[src/rtl/inst_fetch_pkg.sv]
// Shared widths, reset PC, constants and IF state encodings for the fetch stage.
package inst_fetch_pkg;

  localparam int unsigned InstAddrBus = 32;
  localparam int unsigned InstBus     = 32;
  localparam int unsigned StallW      = 5;

  localparam logic [InstAddrBus-1:0] ResetPc  = 32'h0000_0000;
  localparam logic [InstBus-1:0]     ZeroWord = 32'h0000_0000;
  localparam logic                   True_v   = 1'b1;
  localparam logic                   False_v  = 1'b0;

  typedef enum logic [1:0] {
    IfIdle  = 2'd0,
    IfFetch = 2'd1,
    IfReady = 2'd2,
    IfDrop  = 2'd3
  } if_state_e;

endpackage

[src/rtl/inst_fetch_pc_gen.sv]
// Program counter: holds pc, applies word-aligned redirects (highest priority) and +4 advance.
module pc_gen
  import inst_fetch_pkg::*;
#(
  parameter logic [InstAddrBus-1:0] RESET_PC = ResetPc
) (
  input  logic                   clk,
  input  logic                   rst,
  input  logic                   rdy,
  input  logic                   redirect,
  input  logic [InstAddrBus-1:0] target,
  input  logic                   advance,
  output logic [InstAddrBus-1:0] pc,
  output logic [InstAddrBus-1:0] pc_nxt_c
);

  // Low target bits are dropped by alignment.
  logic [1:0] unused_target_lsb;
  assign unused_target_lsb = target[1:0];

  always_comb begin
    pc_nxt_c = pc;
    if (redirect) begin
      pc_nxt_c = {target[InstAddrBus-1:2], 2'b00};
    end else if (advance) begin
      pc_nxt_c = pc + InstAddrBus'(4);
    end
  end

  always_ff @(posedge clk or negedge rst) begin
    if (!rst) begin
      pc <= RESET_PC;
    end else if (rdy) begin
      pc <= pc_nxt_c;
    end
  end

endmodule

[src/rtl/inst_fetch.sv]
// Instruction fetch stage: req/ack word fetch, holds the word for IF_ID, applies EX redirects.
module inst_fetch
  import inst_fetch_pkg::*;
#(
  parameter logic [InstAddrBus-1:0] RESET_PC = ResetPc
) (
  input  logic                   clk,
  input  logic                   rst,
  input  logic                   rdy,
  input  logic [StallW-1:0]      stall,
  input  logic                   br_taken,
  input  logic [InstAddrBus-1:0] br_target,
  output logic                   mem_req,
  output logic [InstAddrBus-1:0] mem_addr,
  input  logic                   mem_ack,
  input  logic [InstBus-1:0]     mem_rdata,
  output logic [InstAddrBus-1:0] if_pc,
  output logic [InstBus-1:0]     if_inst,
  output logic                   if_valid,
  output logic                   stall_req
);

  if_state_e              state;
  if_state_e              state_nxt;
  logic                   consume_c;
  logic [InstAddrBus-1:0] pc;
  logic [InstAddrBus-1:0] pc_nxt;

  // Only stall[0] concerns IF.
  logic [StallW-1:1] unused_stall;
  assign unused_stall = stall[StallW-1:1];

  pc_gen #(
    .RESET_PC (RESET_PC)
  ) u_pc_gen (
    .clk      (clk),
    .rst      (rst),
    .rdy      (rdy),
    .redirect (br_taken),
    .target   (br_target),
    .advance  (consume_c),
    .pc       (pc),
    .pc_nxt_c (pc_nxt)
  );

  always_ff @(posedge clk or negedge rst) begin
    if (!rst) begin
      state <= IfIdle;
    end else if (rdy) begin
      state <= state_nxt;
    end
  end

  // Redirect beats stall/consume; an unacked request must finish in DROP.
  always_comb begin
    state_nxt = state;
    consume_c = False_v;
    unique case (state)
      IfIdle: state_nxt = IfFetch;
      IfFetch: begin
        if (br_taken) begin
          state_nxt = mem_ack ? IfFetch : IfDrop;
        end else if (mem_ack) begin
          state_nxt = IfReady;
        end
      end
      IfReady: begin
        if (br_taken) begin
          state_nxt = IfFetch;
        end else if (!stall[0]) begin
          state_nxt = IfFetch;
          consume_c = True_v;
        end
      end
      IfDrop: begin
        if (mem_ack) begin
          state_nxt = IfFetch;
        end
      end
      default: state_nxt = IfIdle;
    endcase
  end

  // Outputs registered from next state; if_inst doubles as the fetch buffer.
  always_ff @(posedge clk or negedge rst) begin
    if (!rst) begin
      mem_req   <= False_v;
      mem_addr  <= RESET_PC;
      if_pc     <= '0;
      if_inst   <= ZeroWord;
      if_valid  <= False_v;
      stall_req <= True_v;
    end else if (rdy) begin
      mem_req   <= (state_nxt == IfFetch) || (state_nxt == IfDrop);
      if_valid  <= (state_nxt == IfReady);
      stall_req <= (state_nxt != IfReady);
      if (state_nxt == IfFetch) begin
        mem_addr <= pc_nxt;
      end
      if (state_nxt == IfReady) begin
        if_pc <= pc;
        if (state == IfFetch) begin
          if_inst <= mem_rdata;
        end
      end else begin
        if_pc   <= '0;
        if_inst <= ZeroWord;
      end
    end
  end

endmodule

[config.mk]
export PLATFORM = sky130hd
export DESIGN_NAME = inst_fetch
export DESIGN_NICKNAME = d
export VERILOG_FILES = /design/src/rtl/inst_fetch_pkg.sv /design/src/rtl/inst_fetch_pc_gen.sv /design/src/rtl/inst_fetch.sv
export SDC_FILE = /design/constraint.sdc
export NUM_CORES = 1
export LEC_CHECK = 0
export BUFFER_PORTS_ARGS = -buffer_cell sky130_fd_sc_hd__buf_2
export CAP_MARGIN = 20
export CORE_MARGIN = 3
export CORE_UTILIZATION = 37
export CTS_BUF_LIST = sky130_fd_sc_hd__clkbuf_8
export CTS_CLUSTER_SIZE = 8
export DETAILED_ROUTE_END_ITERATION = 16
export GPL_TIMING_DRIVEN = 1
export SYNTH_ARGS = -nofsm -noshare
export SYNTH_HDL_FRONTEND = slang
export SYNTH_SLANG_ARGS = --single-unit
[constraint.sdc]
create_clock -name clk -period 2.4 [get_ports clk]
set_clock_uncertainty 0.1 [all_clocks]
set_input_delay 0 -clock clk [delete_from_list [all_inputs] [get_ports clk]]
set_output_delay 0 -clock clk [all_outputs]
set_load 0.1 [all_outputs]
# Yosys cells after proc, flatten, opt, wreduce, memory -nomap -nowiden
# Cells that the tools add are included.
dict set report classes {
  muxes 15
  addsub 1
  reduce_logical 4
  eq_ne 8
}
# op n
set op_table {}
lappend op_table {{$mux 32} 5}
lappend op_table {{$add 32x3->32 const B} 1}
lappend op_table {{$mux 2} 6}
lappend op_table {{$eq 2x2->1 const B} 4}
lappend op_table {{$pmux 2 s4} 1}
lappend op_table {{$eq 2x1->1 const B} 2}
lappend op_table {{$reduce_and 2->1} 2}
lappend op_table {{$mux 1} 3}
lappend op_table {{$logic_not 2->1} 1}
lappend op_table {{$ne 2x1->1 const B} 1}
lappend op_table {{$ne 2x2->1 const B} 1}
lappend op_table {{$logic_or 1x1->1} 1}
dict set report word_totals {
  elab_cells 36
  regBits 133
  out_inout_bits 99
  inputBits 74
}

# Logic depth before layout (Yosys ltp)
dict set report logic_depth {
  depth_word 6
  ltp_mapped 8
  ltp_nobuf 6
}

# Modules after synthesis
# Synthesis repeated with hierarchy kept, for this count alone.
dict set report hier_totals {
  hier_cells 613
  hier_area_um2 6578.8
}
# module instances cells_per_inst seq_area_each_um2 area_each_um2
set modules_own_cells {}
lappend modules_own_cells {inst_fetch 1 300 2503.7 3915.0}
lappend modules_own_cells {pc_gen 1 313 800.8 2663.8}

# Worst setup path after synthesis
# OpenSTA, ideal clock, no wires.
dict set report synth_path {
  path_kind {reg2reg}
  startpoint {reg state[0]}
  endpoint {reg mem_addr[26]}
  path_stages_with_launch 7
  n_path_buf 1
  period_less_slack_ps 2945
  required_time_ps 2169
  arrival_time_ps 2714
  setup_time_ps 131
  setup_slack_ps -545
  cell_sequence {dfrtp_1 > or4b_1 > buf_2 > or4_4 > or3_4 > xor2_1 > o211ai_2}
}
dict set report synth_between {
  elab_chain_cells 5
  word_cells_on_any_way 15
  classes_between {eq/ne (4); mux (9); reduce/logical (2)}
}
# item line_no
set synth_rtl {}
lappend synth_rtl {{start: declaration} inst_fetch.sv:23} ;# if_state_e state;
lappend synth_rtl {{start signal: assignment} inst_fetch.sv:48} ;# state <= IfIdle;
lappend synth_rtl {{start signal: assignment} inst_fetch.sv:50} ;# state <= state_nxt;
lappend synth_rtl {{$mux 2, on equally long branches} {inst_fetch.sv:70, inst_fetch.sv:63}}
lappend synth_rtl {{$mux 2, on equally long branches} {inst_fetch.sv:68, inst_fetch.sv:61}}
lappend synth_rtl {{$pmux 2 s4} inst_fetch.sv:58} ;# unique case (state)
lappend synth_rtl {{$eq 2x1->1} inst_fetch.sv:97} ;# if (state_nxt == IfFetch) begin
lappend synth_rtl {{$reduce_and 2->1 (no source line)} n/a}
lappend synth_rtl {{end signal: assignment} inst_fetch.sv:98} ;# mem_addr <= pc_nxt;
lappend synth_rtl {{end: declaration} inst_fetch.sv:14} ;# output logic [InstAddrBus-1:0] mem_addr,
# Several ways; a longest one is shown, not always the timed one.
# A chain may end at the register's enable or synchronous reset.

# Final worst setup path
# Ends and elaborated chain as after synthesis.

==> results.yml <==
sta:
  maxSlewHeadroom_pct: 56.61
  final-max-slew-violation-count: 0
  fin_ws_ns: 0.03461
  report.final.setup_viol: 0
  fmaxAchievable_mhz: 422.8
  number_of_failing_hold_endpoints_at_the_final_stage: 0
  layout_worst_path_cycle_share_pct: 98.56
  max_slew.worst_pin.slew_ns: 0.6509
  period_needed_ns: 2.365
  hold-worst-slack_ns: 0.07743
  setup-tns-final_ns: 0
  grt_setup_unrepaired: "true"
logic_synthesis:
  yosys-top-cells-area: "dfrtp_1 (52%), a22o_1 (9.2%), nand2_1 (4.2%)"
  async_reset_ff_share_pct: 100.0
  synthesis.yosys.warnings: 0
  post_synth_instance_area_sq_um: 6301
  netlist_instances: 631
  synth_top_cell_area_share_pct: 52.03
  synth_net_count: 706
  yosys.area.top_type: "dfrtp_1"
  average_cell_area_after_synthesis_sq_um: 9.986
  post_synth_num_cell_types: 56
  synth_seq_cells: 132
  seq_area_frac_synth_pct: 52.44
  synth-edff-count: 0
  synth-main-ff-cell: "dfrtp_1"
global_route:
  overflow: 0
  grt_usage_pct: 21.56
  gr_layer_usage_met3_pct: 5.294
  grt_pass1_vias: 6152
  globalRoute.busiestLayer: "met2"
  grt_start_max_net_pins: 70
  global_route.usage.met1_pct: 28.27
  globalRouteMet2Util_pct: 35.02
  grt_antenna_before_repair: 0
  grt_first_pass_wirelength_mm: 31.62
finish:
  area_growth_pct: 39.56
  final-instance-count-excl-fill: 1110
  final_design_area_no_fill_sq_um: 8793
  multi_input_area_sq_um: 2811
  finish.utilization_pct: 52.84
  filler_cells: 1485
  antenna_cells: 0
  nNetsFinal: 952
  ff_latch_area_sq_um: 3308
  drive_above_1_share_pct: 30.90
die:
  fp.dieArea_sq_um: 18630
  placeableCoreArea_sq_um: 16640
  placement_rows: 47
  dieWidth_microns: 136.5
  initial_core_util_pct: 37.86
  io-pin-count: 173
  die_height_microns: 136.5
setup_path:
  r2r_end: "mem_addr[26]$_DFFE_PN0P_"
  worstPathArrival_ns: 2.63
  worst-r2r-setup-slack_ns: 0.03
  worst-setup-path-type: "reg2reg"
  cp_cell_sequence: "or4b_4, or4_4, or3_4, xor2_2, o211ai_2"
  crit_buf_inv: 0
  timing.critical_path.required_ns: 2.67
  worst_setup_path_start_kind: "flip-flop"
  timing.reg2reg.worst_path_depth: 5
  regToRegStartpoint: "state[0]$_DFFE_PN0P_"
  largest_stage_delay_worst_path_ns: 0.51
  cpMaxStageDelayCell: "dfrtp_4"
  setup.worst_path.end_class: "flip-flop"
  cp_max_fo: 5
  cpLargestDelayFamily: "simple AND/OR/NAND/NOR gates"
clock_network:
  cts.reportedPaths.clkPinSlew_ns: 0.08
  clock_tree.buffer_depth: 2
  tritoncts: "done"
  clock-sinks: 132
  worstSkewPairLatency_ns: 0.45
  cts_max_level: 4
  clock_tree.root_cell: "clkbuf_8"
  num_cts_buffers: 17
routing:
  avgViaCountPerCell: 5.433
  detail_route.first_pass.iterations: 4
  routedWlPerCell_microns: 17.59
  vias: 6031
  drt.antenna.violating_nets: 0
  remaining_drc_errors: 0
  drt_wl_total_mm: 19.53
  drt_iter0_drc: 386
placed_design:
  worst_setup_slack_after_placement_ns: -0.02502
  port_buffers: 166
  numPlacedInstances: 1009
  detail_placement_hpwl_mm: 13.69
  place_congestion: 0.8681
  dpl_cell_area_sq_um: 7612
min_path:
  min_to: "stall_req$_DFFE_PN1P_"
  min_path_cells: 5
  min-delay-start: "stall[0]"
  worst_hold_path_type: "in2reg"
pwr:
  power_density_nw_per_um2: 860.5
  power_mw: 7.566
  worst_ir_drop_vdd_mv: 0.4650
  total_leakage_power_nw: 4.158
outcome:
  outcome: "complete, no violations"
job:
  cap_viol_max_count: 0
==> layer usage <==
layer | wire, microns | share of wire (%) | vias to the layer above
li1 | - | - | 2831
met1 | 8778 | 45 | 2951
met2 | 9156 | 47 | 223
met3 | 1239 | 6.3 | 26
met4 | 354 | 1.8 | 0
met5 | 0 | 0 | -
==> cell usage after synthesis, types with 3 or more instances <==
cell type    n
a21o_1       4
a21oi_1     30
a22o_1      66
a31o_2       5
and2_1       7
and3_1       7
and4_1       5
buf_1        4
buf_2        3
clkbuf_1    51
dfrtp_1    131
inv_1        4
mux2i_1     14
nand2_1     71
nand2b_1     3
nand3_1     35
nand4_1     16
nor2_1      25
nor2b_1      6
nor3_1      13
nor4_1       8
nor4_2       3
nor4b_1      3
o211ai_1     9
o21ai_0     39
o22ai_1     17
o2bb2ai_1    3
xnor2_1     13
==> state kept, by name (all words and copies together) (netlist names) <==
signal	flops
if_inst	32
u_pc_gen.pc	32
stall_req	1
if_pc	32
mem_addr	32
state	2
if_valid	1
==> kinds of logic after synthesis <==
kind of cell	after synthesis	share of synthesized area, %
AO/OA/AOI/OAI	191	21.25
adder cells (fa/ha/maj)	1	0.1985
buffers and inverters	63	3.812
XOR/XNOR	15	2.085
multiplexers	15	2.403
flip-flops	132	52.44
AND/OR/NAND/NOR	214	17.81
==> worst max path at each step <==
stage                    startpoint                           to  cells after the start
3_5_place_dp   state[0]$_DFFE_PN0P_  u_pc_gen.pc[25]$_DFFE_PN0P_                      7
5_1_grt        state[0]$_DFFE_PN0P_     mem_addr[26]$_DFFE_PN0P_                      5
3_3_place_gp   state[0]$_DFFE_PN0P_     mem_addr[25]$_DFFE_PN0P_                      7
6_report       state[0]$_DFFE_PN0P_     mem_addr[26]$_DFFE_PN0P_                      5
2_1_floorplan  state[0]$_DFFE_PN0P_     mem_addr[26]$_DFFE_PN0P_                      6
4_1_cts        state[0]$_DFFE_PN0P_     mem_addr[26]$_DFFE_PN0P_                      5
==> report_power, final <==
group	internal (mW)	switching (mW)	total, mW	leakage (nW)
combinational	0.614	2.12	2.74	2.23
sequential	2.50	0.226	2.72	1.71
clock	1.17	0.936	2.11	0.220
total	4.28	3.28	7.57	4.16
==> cell usage in the layout, fill, tap and decap left out, drive strengths merged, types with 10 or more instances in the layout <==
cell	n
dlygate4sd3	66
o21ai	41
buf	219
nand4	16
o211ai	10
xnor2	13
a22o	66
o22ai	17
a21oi	30
nor4	12
nor2	25
nand3	35
nor3	15
clkbuf	18
dfrtp	131
mux2i	14
nand2	71
==> worst register-to-register path: cells and delay by family, from the launching register on <==
| family | cells | cell delay [ns] |
|---|---|---|
| compound gates | 1 | 0.14 |
| xor+xnor | 1 | 0.15 |
| simple gates | 3 | 1.39 |
| flops | 1 | 0.51 |
==> final cells by class <==
cell class	count	area share, %
Clock buffer	18	2.817
Clock inverter	14	2.291
Inverter	5	0.2134
Multi-Input combinational cell	436	31.97
Sequential cell	132	37.62
Tap cell	220	3.130
Timing Repair Buffer	285	21.96
==> what timing repair did <==
action	4_1_cts	5_1_grt
pin swaps	0	3
buffers inserted	0	1
hold endpoints to repair	223	0
resized for setup	1	7
gates cloned	0	1
setup endpoints to repair	5	16
hold buffers	67	0
Power figures use the tool's default switching activity.
